<file path="src/rtl/ex_mc_sequencer_if.sv">
// Handshake and ALU bundle between ID/EX, the execute sequencer, the ALU and EX/MEM.
// The slave modport is the sequencer. The master modport is its environment: upstream, ALU and downstream.
// No storage here; the interface only groups the signals.
interface ex_mc_sequencer_if;
   logic        in_valid;
   logic        in_ready;
   logic        in_float;
   logic [4:0]  in_alusel;
   logic [2:0]  in_rm;
   logic [31:0] in_data1;
   logic [31:0] in_data2;
   logic [31:0] in_data3;
   logic [4:0]  in_rd;
   logic        flush;
   logic        alu_float_inst;
   logic [4:0]  alu_sel;
   logic [2:0]  alu_rm;
   logic [31:0] alu_data1;
   logic [31:0] alu_data2;
   logic [31:0] alu_data3;
   logic [31:0] alu_out;
   logic [4:0]  alu_flags;
   logic        alu_done;
   logic        out_valid;
   logic        out_ready;
   logic [31:0] out_result;
   logic [4:0]  out_flags;
   logic [4:0]  out_rd;
   logic        busy;
   logic        err_timeout;

   modport slave (
      input  in_valid, in_float, in_alusel, in_rm, in_data1, in_data2, in_data3, in_rd,
      input  flush, alu_out, alu_flags, alu_done, out_ready,
      output in_ready, alu_float_inst, alu_sel, alu_rm, alu_data1, alu_data2, alu_data3,
      output out_valid, out_result, out_flags, out_rd, busy, err_timeout
   );

   modport master (
      output in_valid, in_float, in_alusel, in_rm, in_data1, in_data2, in_data3, in_rd,
      output flush, alu_out, alu_flags, alu_done, out_ready,
      input  in_ready, alu_float_inst, alu_sel, alu_rm, alu_data1, alu_data2, alu_data3,
      input  out_valid, out_result, out_flags, out_rd, busy, err_timeout
   );
endinterface

</file>
<file path="src/rtl/ex_mc_sequencer.sv">
// Execute-stage sequencer holding ALU inputs stable until alu_done, then presenting the result.
// Latency: accept -> EXEC next cycle -> out_valid one cycle after the first alu_done.
// Backpressure: result held in HOLD until out_ready; in_ready = out_ready there, 0 in EXEC/DRAIN or on flush.
// Optional watchdog enabled by the EX_SEQ_WATCHDOG_EN macro.
module ex_mc_sequencer #(
   parameter int TIMEOUT_CYCLES = 64
) (
   input logic               clk,
   input logic               rst,
   ex_mc_sequencer_if.slave  bus
);

   localparam logic [1:0] S_IDLE  = 2'd0;
   localparam logic [1:0] S_EXEC  = 2'd1;
   localparam logic [1:0] S_DRAIN = 2'd2;
   localparam logic [1:0] S_HOLD  = 2'd3;

   typedef struct packed {
      logic        fl;
      logic [4:0]  sel;
      logic [2:0]  rm;
      logic [31:0] d1;
      logic [31:0] d2;
      logic [31:0] d3;
      logic [4:0]  rd;
   } op_t;

   if (TIMEOUT_CYCLES < 2) begin : g_bad_timeout
      $error("TIMEOUT_CYCLES must be at least 2");
   end

   logic [1:0]  state_q, state_d;
   op_t         op_q, op_d;
   logic [31:0] res_q, res_d;
   logic [4:0]  flags_q, flags_d;
   logic [4:0]  ord_q, ord_d;
   logic        in_ready_c;
   logic        accept;
   logic        busy_c;
   logic        wd_hit;

   assign busy_c = (state_q == S_EXEC) || (state_q == S_DRAIN);
   assign accept = bus.in_valid && in_ready_c;

   // Ready: idle always accepts, HOLD accepts only when its result leaves; flush blocks both.
   always_comb begin
      in_ready_c = 1'b0;
      if (!bus.flush) begin
         case (state_q)
            S_IDLE:  in_ready_c = 1'b1;
            S_HOLD:  in_ready_c = bus.out_ready;
            default: in_ready_c = 1'b0;
         endcase
      end
   end

   // Next state, operation latch and result capture.
   always_comb begin
      state_d = state_q;
      op_d    = op_q;
      res_d   = res_q;
      flags_d = flags_q;
      ord_d   = ord_q;
      if (accept) begin
         op_d.fl  = bus.in_float;
         op_d.sel = bus.in_alusel;
         op_d.rm  = bus.in_rm;
         op_d.d1  = bus.in_data1;
         op_d.d2  = bus.in_data2;
         op_d.d3  = bus.in_data3;
         op_d.rd  = bus.in_rd;
      end
      case (state_q)
         S_IDLE: begin
            if (accept) state_d = S_EXEC;
         end
         S_EXEC: begin
            if (bus.alu_done) begin
               if (bus.flush) begin
                  state_d = S_IDLE;
               end else begin
                  res_d   = bus.alu_out;
                  flags_d = op_q.fl ? bus.alu_flags : 5'd0;
                  ord_d   = op_q.rd;
                  state_d = S_HOLD;
               end
            end else if (wd_hit) begin
               // Stuck sub-unit: hand back a zero result so the pipeline can move on.
               res_d   = 32'd0;
               flags_d = 5'd0;
               ord_d   = op_q.rd;
               state_d = bus.flush ? S_IDLE : S_HOLD;
            end else if (bus.flush) begin
               // Sub-unit cannot be aborted; wait for it to finish and drop the result.
               state_d = S_DRAIN;
            end
         end
         S_DRAIN: begin
            if (bus.alu_done || wd_hit) state_d = S_IDLE;
         end
         default: begin
            if (bus.flush)          state_d = S_IDLE;
            else if (bus.out_ready) state_d = accept ? S_EXEC : S_IDLE;
         end
      endcase
   end

   // State and datapath registers.
   always_ff @(posedge clk or negedge rst) begin
      if (!rst) begin
         state_q <= S_IDLE;
         op_q    <= '0;
         res_q   <= '0;
         flags_q <= '0;
         ord_q   <= '0;
      end else begin
         state_q <= state_d;
         op_q    <= op_d;
         res_q   <= res_d;
         flags_q <= flags_d;
         ord_q   <= ord_d;
      end
   end

`ifdef EX_SEQ_WATCHDOG_EN
   localparam int CNT_W = $clog2(TIMEOUT_CYCLES + 1);

   logic [CNT_W-1:0] wd_cnt_q, wd_cnt_d;
   logic             err_q;

   assign wd_hit = busy_c && !bus.alu_done && (wd_cnt_q == CNT_W'(TIMEOUT_CYCLES - 1));

   // Watchdog count: zero on entry to EXEC/DRAIN, +1 per cycle while staying there.
   always_comb begin
      wd_cnt_d = '0;
      if (((state_d == S_EXEC) || (state_d == S_DRAIN)) && (state_d != state_q))
         wd_cnt_d = '0;
      else if (busy_c)
         wd_cnt_d = wd_cnt_q + CNT_W'(1);
   end

   // Watchdog counter and one-cycle timeout pulse.
   always_ff @(posedge clk or negedge rst) begin
      if (!rst) begin
         wd_cnt_q <= '0;
         err_q    <= 1'b0;
      end else begin
         wd_cnt_q <= wd_cnt_d;
         err_q    <= wd_hit;
      end
   end

   assign bus.err_timeout = err_q;
`else
   assign wd_hit          = 1'b0;
   assign bus.err_timeout = 1'b0;
`endif

   // ALU drive is a function of registered state only, parked outside EXEC/DRAIN.
   assign bus.alu_float_inst = busy_c ? op_q.fl  : 1'b0;
   assign bus.alu_sel        = busy_c ? op_q.sel : 5'd0;
   assign bus.alu_rm         = busy_c ? op_q.rm  : 3'd0;
   assign bus.alu_data1      = busy_c ? op_q.d1  : 32'd0;
   assign bus.alu_data2      = busy_c ? op_q.d2  : 32'd0;
   assign bus.alu_data3      = busy_c ? op_q.d3  : 32'd0;

   assign bus.in_ready   = in_ready_c;
   assign bus.busy       = busy_c;
   assign bus.out_valid  = (state_q == S_HOLD);
   assign bus.out_result = res_q;
   assign bus.out_flags  = flags_q;
   assign bus.out_rd     = ord_q;

endmodule

</file>
<file path="src/flat_wrapper.sv">
// flat-port wrapper written by rule: the top's interface ports become plain ports
module ex_mc_sequencer_flat 
#(
   parameter int TIMEOUT_CYCLES = 64
)
  (clk, rst, bus_in_valid, bus_in_float, bus_in_alusel, bus_in_rm, bus_in_data1, bus_in_data2, bus_in_data3, bus_in_rd, bus_flush, bus_alu_out, bus_alu_flags, bus_alu_done, bus_out_ready, bus_in_ready, bus_alu_float_inst, bus_alu_sel, bus_alu_rm, bus_alu_data1, bus_alu_data2, bus_alu_data3, bus_out_valid, bus_out_result, bus_out_flags, bus_out_rd, bus_busy, bus_err_timeout);
  ex_mc_sequencer_if bus_i ();
  input logic clk;
  input logic rst;
  input wire logic [$bits(bus_i.in_valid)-1:0] bus_in_valid;
  input wire logic [$bits(bus_i.in_float)-1:0] bus_in_float;
  input wire logic [$bits(bus_i.in_alusel)-1:0] bus_in_alusel;
  input wire logic [$bits(bus_i.in_rm)-1:0] bus_in_rm;
  input wire logic [$bits(bus_i.in_data1)-1:0] bus_in_data1;
  input wire logic [$bits(bus_i.in_data2)-1:0] bus_in_data2;
  input wire logic [$bits(bus_i.in_data3)-1:0] bus_in_data3;
  input wire logic [$bits(bus_i.in_rd)-1:0] bus_in_rd;
  input wire logic [$bits(bus_i.flush)-1:0] bus_flush;
  input wire logic [$bits(bus_i.alu_out)-1:0] bus_alu_out;
  input wire logic [$bits(bus_i.alu_flags)-1:0] bus_alu_flags;
  input wire logic [$bits(bus_i.alu_done)-1:0] bus_alu_done;
  input wire logic [$bits(bus_i.out_ready)-1:0] bus_out_ready;
  output wire logic [$bits(bus_i.in_ready)-1:0] bus_in_ready;
  output wire logic [$bits(bus_i.alu_float_inst)-1:0] bus_alu_float_inst;
  output wire logic [$bits(bus_i.alu_sel)-1:0] bus_alu_sel;
  output wire logic [$bits(bus_i.alu_rm)-1:0] bus_alu_rm;
  output wire logic [$bits(bus_i.alu_data1)-1:0] bus_alu_data1;
  output wire logic [$bits(bus_i.alu_data2)-1:0] bus_alu_data2;
  output wire logic [$bits(bus_i.alu_data3)-1:0] bus_alu_data3;
  output wire logic [$bits(bus_i.out_valid)-1:0] bus_out_valid;
  output wire logic [$bits(bus_i.out_result)-1:0] bus_out_result;
  output wire logic [$bits(bus_i.out_flags)-1:0] bus_out_flags;
  output wire logic [$bits(bus_i.out_rd)-1:0] bus_out_rd;
  output wire logic [$bits(bus_i.busy)-1:0] bus_busy;
  output wire logic [$bits(bus_i.err_timeout)-1:0] bus_err_timeout;
  assign bus_i.in_valid = bus_in_valid;
  assign bus_i.in_float = bus_in_float;
  assign bus_i.in_alusel = bus_in_alusel;
  assign bus_i.in_rm = bus_in_rm;
  assign bus_i.in_data1 = bus_in_data1;
  assign bus_i.in_data2 = bus_in_data2;
  assign bus_i.in_data3 = bus_in_data3;
  assign bus_i.in_rd = bus_in_rd;
  assign bus_i.flush = bus_flush;
  assign bus_i.alu_out = bus_alu_out;
  assign bus_i.alu_flags = bus_alu_flags;
  assign bus_i.alu_done = bus_alu_done;
  assign bus_i.out_ready = bus_out_ready;
  assign bus_in_ready = bus_i.in_ready;
  assign bus_alu_float_inst = bus_i.alu_float_inst;
  assign bus_alu_sel = bus_i.alu_sel;
  assign bus_alu_rm = bus_i.alu_rm;
  assign bus_alu_data1 = bus_i.alu_data1;
  assign bus_alu_data2 = bus_i.alu_data2;
  assign bus_alu_data3 = bus_i.alu_data3;
  assign bus_out_valid = bus_i.out_valid;
  assign bus_out_result = bus_i.out_result;
  assign bus_out_flags = bus_i.out_flags;
  assign bus_out_rd = bus_i.out_rd;
  assign bus_busy = bus_i.busy;
  assign bus_err_timeout = bus_i.err_timeout;
  ex_mc_sequencer #(.TIMEOUT_CYCLES(TIMEOUT_CYCLES)) u_core (.clk(clk), .rst(rst), .bus(bus_i));
endmodule
</file>
<file path="config.mk">
export PLATFORM = sky130hd
export DESIGN_NAME = ex_mc_sequencer_flat
export DESIGN_NICKNAME = d
export VERILOG_FILES = /design/src/rtl/ex_mc_sequencer_if.sv /design/src/rtl/ex_mc_sequencer.sv /design/src/flat_wrapper.sv
export SDC_FILE = /design/constraint.sdc
export NUM_CORES = 1
export LEC_CHECK = 0
export BUFFER_PORTS_ARGS = -buffer_cell sky130_fd_sc_hd__buf_4
export CAP_MARGIN = 20
export CORE_MARGIN = 3
export CORE_UTILIZATION = 43
export CTS_CLUSTER_SIZE = 28
export DETAILED_ROUTE_END_ITERATION = 7
export PLACE_DENSITY = 0.77
export SKIP_CTS_REPAIR_TIMING = 1
export SLEW_MARGIN = 15
export SYNTH_ARGS = -nofsm -noshare
export SYNTH_HDL_FRONTEND = slang
export SYNTH_SLANG_ARGS = --single-unit
export TNS_END_PERCENT = 10
</file>
<file path="constraint.sdc">
create_clock -name clk -period 2.35 [get_ports clk]
set_clock_uncertainty 0.2 [all_clocks]
set_input_delay 0.47 -clock clk [delete_from_list [all_inputs] [get_ports clk]]
set_output_delay 0.47 -clock clk [all_outputs]
set_load 0.01 [all_outputs]
</file>
[Yosys cells after proc, flatten, opt, wreduce, memory -nomap -nowiden]
Index checks and enable logic that the tools add are counted.
Cells by class
  equality and inequality tests: 6
  mux-type cells: 18
  bitwise operators: 1
  reductions and logical operators: 6
Operator list (number)
  $mux 32: 3
  $mux 2: 7
  $mux 5: 2
  $pmux 2 s3: 1
  $reduce_bool 5->1: 1
  $eq 2x2->1 const B: 2
  $reduce_and 4->1: 1
  $mux 1: 3
  $mux 3: 1
  $ne 3x3->1 const B: 1
  $reduce_and 3->1: 1
  $eq 2x1->1 const B: 1
  $logic_not 2->1: 1
  $ne 2x1->1 const B: 1
  $ne 2x2->1 const B: 1
  $pmux 1 s2: 1
  $logic_and 1x1->1: 1
  $logic_or 1x1->1: 1
  $not 1->1: 1
Storage, ports and cells
  register bits: 154
  input port bits: 153
  output and inout bits: 151
  word-level logic and storage cells: 42

[Logic depth before layout (Yosys ltp)]
  word-level depth: 8
  mapped depth: 8
  gate-level depth less buffers: 6

[Least setup slack after synthesis]
OpenSTA, ideal clock, no wires.
  path kind: register -> register
  from: register u_core.state_q[0]
  to: register u_core.op_q[107] (netlist bit)
  library setup time: 0.125 ns
  data arrival time: 1.924 ns
  data required time: 2.025 ns
  slack: 0.101 ns
  cell stages (with the launch flop): 8
  buffers on the path: 2
  clock period less this slack: 2.249 ns
  cells stage by stage: dfrtp_1 > inv_1 > ha_1 > nor3b_1 > and2_1 > buf_6 > buf_6 > mux2_2
On the way
  word-level cells in the longest chain between the ends: 4
Ends and longest elaborated chain
  start, declared: line ex_mc_sequencer.sv:32  | logic [1:0] state_q, state_d;
  start signal, assigned: line ex_mc_sequencer.sv:117  | state_q <= state_d;
  $eq 2x2->1 / $logic_not 2->1 (equally long branches): line ex_mc_sequencer.sv:49  | case (state_q)
  $pmux 1 s2 (*): line ex_mc_sequencer.sv:49
  $mux 1 (*): line ex_mc_sequencer.sv:48  | if (!bus.flush) begin
  $logic_and 1x1->1 (*): line ex_mc_sequencer.sv:43  | assign accept = bus.in_valid && in_ready_c;
  end signal, assigned: line ex_mc_sequencer.sv:118  | op_q <= op_d;
  end, declared: line ex_mc_sequencer.sv:33  | op_t op_q, op_d;
Every way passes the cells marked *; elsewhere a longest branch is shown, timed or not.
A chain may end at the register's enable or synchronous reset.

[Final worst setup path]
  from: register u_core.state_q[0]
  to: output bus_alu_data2[22]
On the way
  word-level cells in the longest chain between the ends: 3
Ends and longest elaborated chain
  $eq 2x1->1 / $eq 2x2->1 (equally long branches): line ex_mc_sequencer.sv:42  | assign busy_c = (state_q == S_EXEC) || (state_q == S_DRAIN);
  $logic_or 1x1->1 (*): line ex_mc_sequencer.sv:42
  $mux 32 (*): line ex_mc_sequencer.sv:164  | assign bus.alu_data2 = busy_c ? op_q.d2 : 32'd0;
  end, declared: line flat_wrapper.sv:28  | output wire logic [$bits(bus_i.alu_data2)-1:0] bus_alu_data2;
Marks and branches as above.

==> run summary <==
Worst setup SP type = flip-flop
Area of the mapped netlist = 0.00669 mm²
First-pass GRT wire length = 25.6 mm
Longest Clk Path Bufs = 2
CTS clk-pin slew, worst paths = 0.06 ns
Number of diodes = 0
Filler cells = 1027
Worst-path fanout max = 10
CP max stage delay = 0.37 ns
Crit end category = output port
RSZ-0062 raised after global routing = true
Crit path capture = bus_alu_data2[22]
Routed wire length = 18.8 mm
Placer Congestion = 0.764
Final Cycle Share = 103%
Wire per inst = 19.0 µm
Via/cell ratio = 4.90
Final Hold Slack = 0.0676 ns
Synth cell types = 25
CTS sink count = 154
Final setup vio count = 97
Vias = 4851
Max Freq = 0.414 GHz
Failing checks = negative setup slack
CP cell instances = inv_2 > ha_4 > buf_6 > clkbuf_16 > and2_1 > buf_4
CTS tree = yes
Kind of critical path = flip-flop to output port
Final net count = 952
Sequential share of the synthesized area = 57.6%
Initial Util = 45.0%
P&R area growth vs syn = 52.7%
Final cell utilization of the core = 68.7%
HPWL Detailed = 12.6 mm
Ratio of cells with drive above 1 in the final layout = 65.3%
H-tree Lvls = 4
Slowest-stage cell, CP = dfrtp_1
Maximum vdd drop = 837 µV
Placeable core region = 0.0149 mm²
Die width = 131 µm
R2R setup slack = 0.02 ns
Die height = 131 µm
Clock buffer count from CTS = 17
# rows = 44
Die Area = 0.0171 mm²
Reg2reg start = u_core.state_q[0]
MaxCap Viol Count = 0
Avg Inst Size Synth = 14.0 µm²
Final antenna-violating net count = 0
Pwr dens = 1550 mW/mm²
Synthesized instance count = 478
Root buffer cell = clkbuf_16
Post-route DRC = 0
I/O pin cnt = 304
Post-Syn Nets = 637
Fin crit period = 2.42 ns
Pin count of the biggest net entering global routing = 70
GR Util All Layers = 19.7%
Remaining global-route overflow = 0
Most common cell after layout, fill and taps aside = buf_4
Final slew viol count = 0
DRT iter0 DRCs = 127
Worst slew margin = 57.3%
Critical Path Start = u_core.state_q[0]
Vias in the first global route = 4995
Initial antenna violation count = 0
I/O Buffers = 302
Final hold vios = 0
Worst Tran Pin Value = 0.641 ns
Clk_lat worst skew = 0.42 ns
Status = finished, violations left
Worst Reg-to-Reg Cells = 7
HP Class = primary input to flip-flop
Seq cells post-synth = 154
Synth warn = 0
Drt first pass iters = 4
Worst EP arrival = 1.75 ns
Final worst slack = -0.0673 ns
Reg2reg end = u_core.op_q[24]
Most frequent cells in the layout = buf_4 (276), dfrtp_1 (154), mux2_2 (129), and2_1 (79), buf_6 (33)
WP data required = 1.68 ns
Leak pwr = 0.00498 µW
area by class of cell:
type | instances | area (µm²) | area share [%]
inverters | 4 | 15.0 | 0.147
multi-input cells | 291 | 2700 | 26.4
flip-flops and latches | 154 | 3850 | 37.7
repair buffers | 325 | 2780 | 27.2
well taps | 184 | 230 | 2.25
clock inverters | 10 | 164 | 1.60
clock buffers | 21 | 470 | 4.61
metal layers:
layer	track usage, %	vias to the layer above	wire length (µm)
met1	21.4	2375	7130
met4	7.50	0	403
met5	0	-	0
met2	34.1	206	9640
met3	8.37	29	1670
li1	-	2241	-
stage by stage:
stage          std cells  worst slack, ns  power (µW)  cell area, µm²  setup TNS (ns)
2_1_floorplan        478            0.101        8130            6690               0
3_3_place_gp         945            0.136       11200            9140               0
3_5_place_dp         945           0.0794       11500            9140               0
4_1_cts              976           -0.217       14500            9780          -15.35
5_1_grt              989           -0.114       16700           10200           -9.69
6_report             989          -0.0673       15800           10200           -4.20
state kept, by name (all words and copies together), names as in the netlist:
name,cells
u_core.state_q,2
u_core.bus.out_rd,5
u_core.bus.out_result,32
u_core.bus.out_flags,5
u_core.op_q,110
cells by family (layout without fill, tap and decap cells):
logic type | Yosys count | in the layout | share of synthesized area, %
DFF | 154 | 154 | 57.6
muxes | 148 | 148 | 25.4
and+or+nand+nor | 124 | 124 | 11.2
buffers and inverters | 33 | 360 | 3.42
AOI/OAI and AO/OA | 12 | 12 | 1.12
adders and majority gates | 6 | 6 | 1.12
other | 1 | 1 | 0.0561
worst max-delay path, delay by kind of cell (launching register included):
family | cells | cell delay, ns
flops | 1 | 0.37
fa+ha+maj | 1 | 0.31
simple gates | 1 | 0.13
buf+inv | 4 | 0.50
worst min path at each step:
stage | startpoint | to | cells past startpoint
floorplan | rst | u_core.bus.out_flags[0] | 0
global placement | rst | u_core.op_q[81] | 1
detailed placement | rst | u_core.op_q[104] | 1
CTS | rst | u_core.op_q[104] | 1
global route | bus_in_data1[27] | u_core.op_q[96] | 2
finish | bus_in_data1[2] | u_core.op_q[71] | 2
where the power goes:
| part | leakage [µW] | internal, µW | switching (µW) |
|---|---|---|---|
| Sequential | 0.00185 | 3990 | 672 |
| Clock | 0.000310 | 1860 | 1070 |
| Combinational | 0.00282 | 4840 | 3360 |
cells in the mapped netlist:
cell type,number,area (µm²)
ha_1,6,75.1
buf_4,1,7.51
nor2_1,1,3.75
a32o_1,1,10.0
nand2b_1,1,6.26
or4_1,1,7.51
dfrtp_1,154,3850
inv_1,3,11.3
inv_2,1,3.75
conb_1,1,3.75
a221o_1,1,10.0
a211oi_1,1,7.51
a21o_1,1,7.51
and2_1,106,663
mux2_1,10,113
nor3b_1,2,15.0
buf_6,13,146
nand2_1,12,45.0
mux2_4,9,135
clkbuf_1,12,45.0
a21oi_1,2,10.0
mux2_2,129,1450
o21ai_0,6,30.0
buf_2,3,15.0
or3_4,1,11.3
Note: power is estimated with default switching activity, not from simulation.
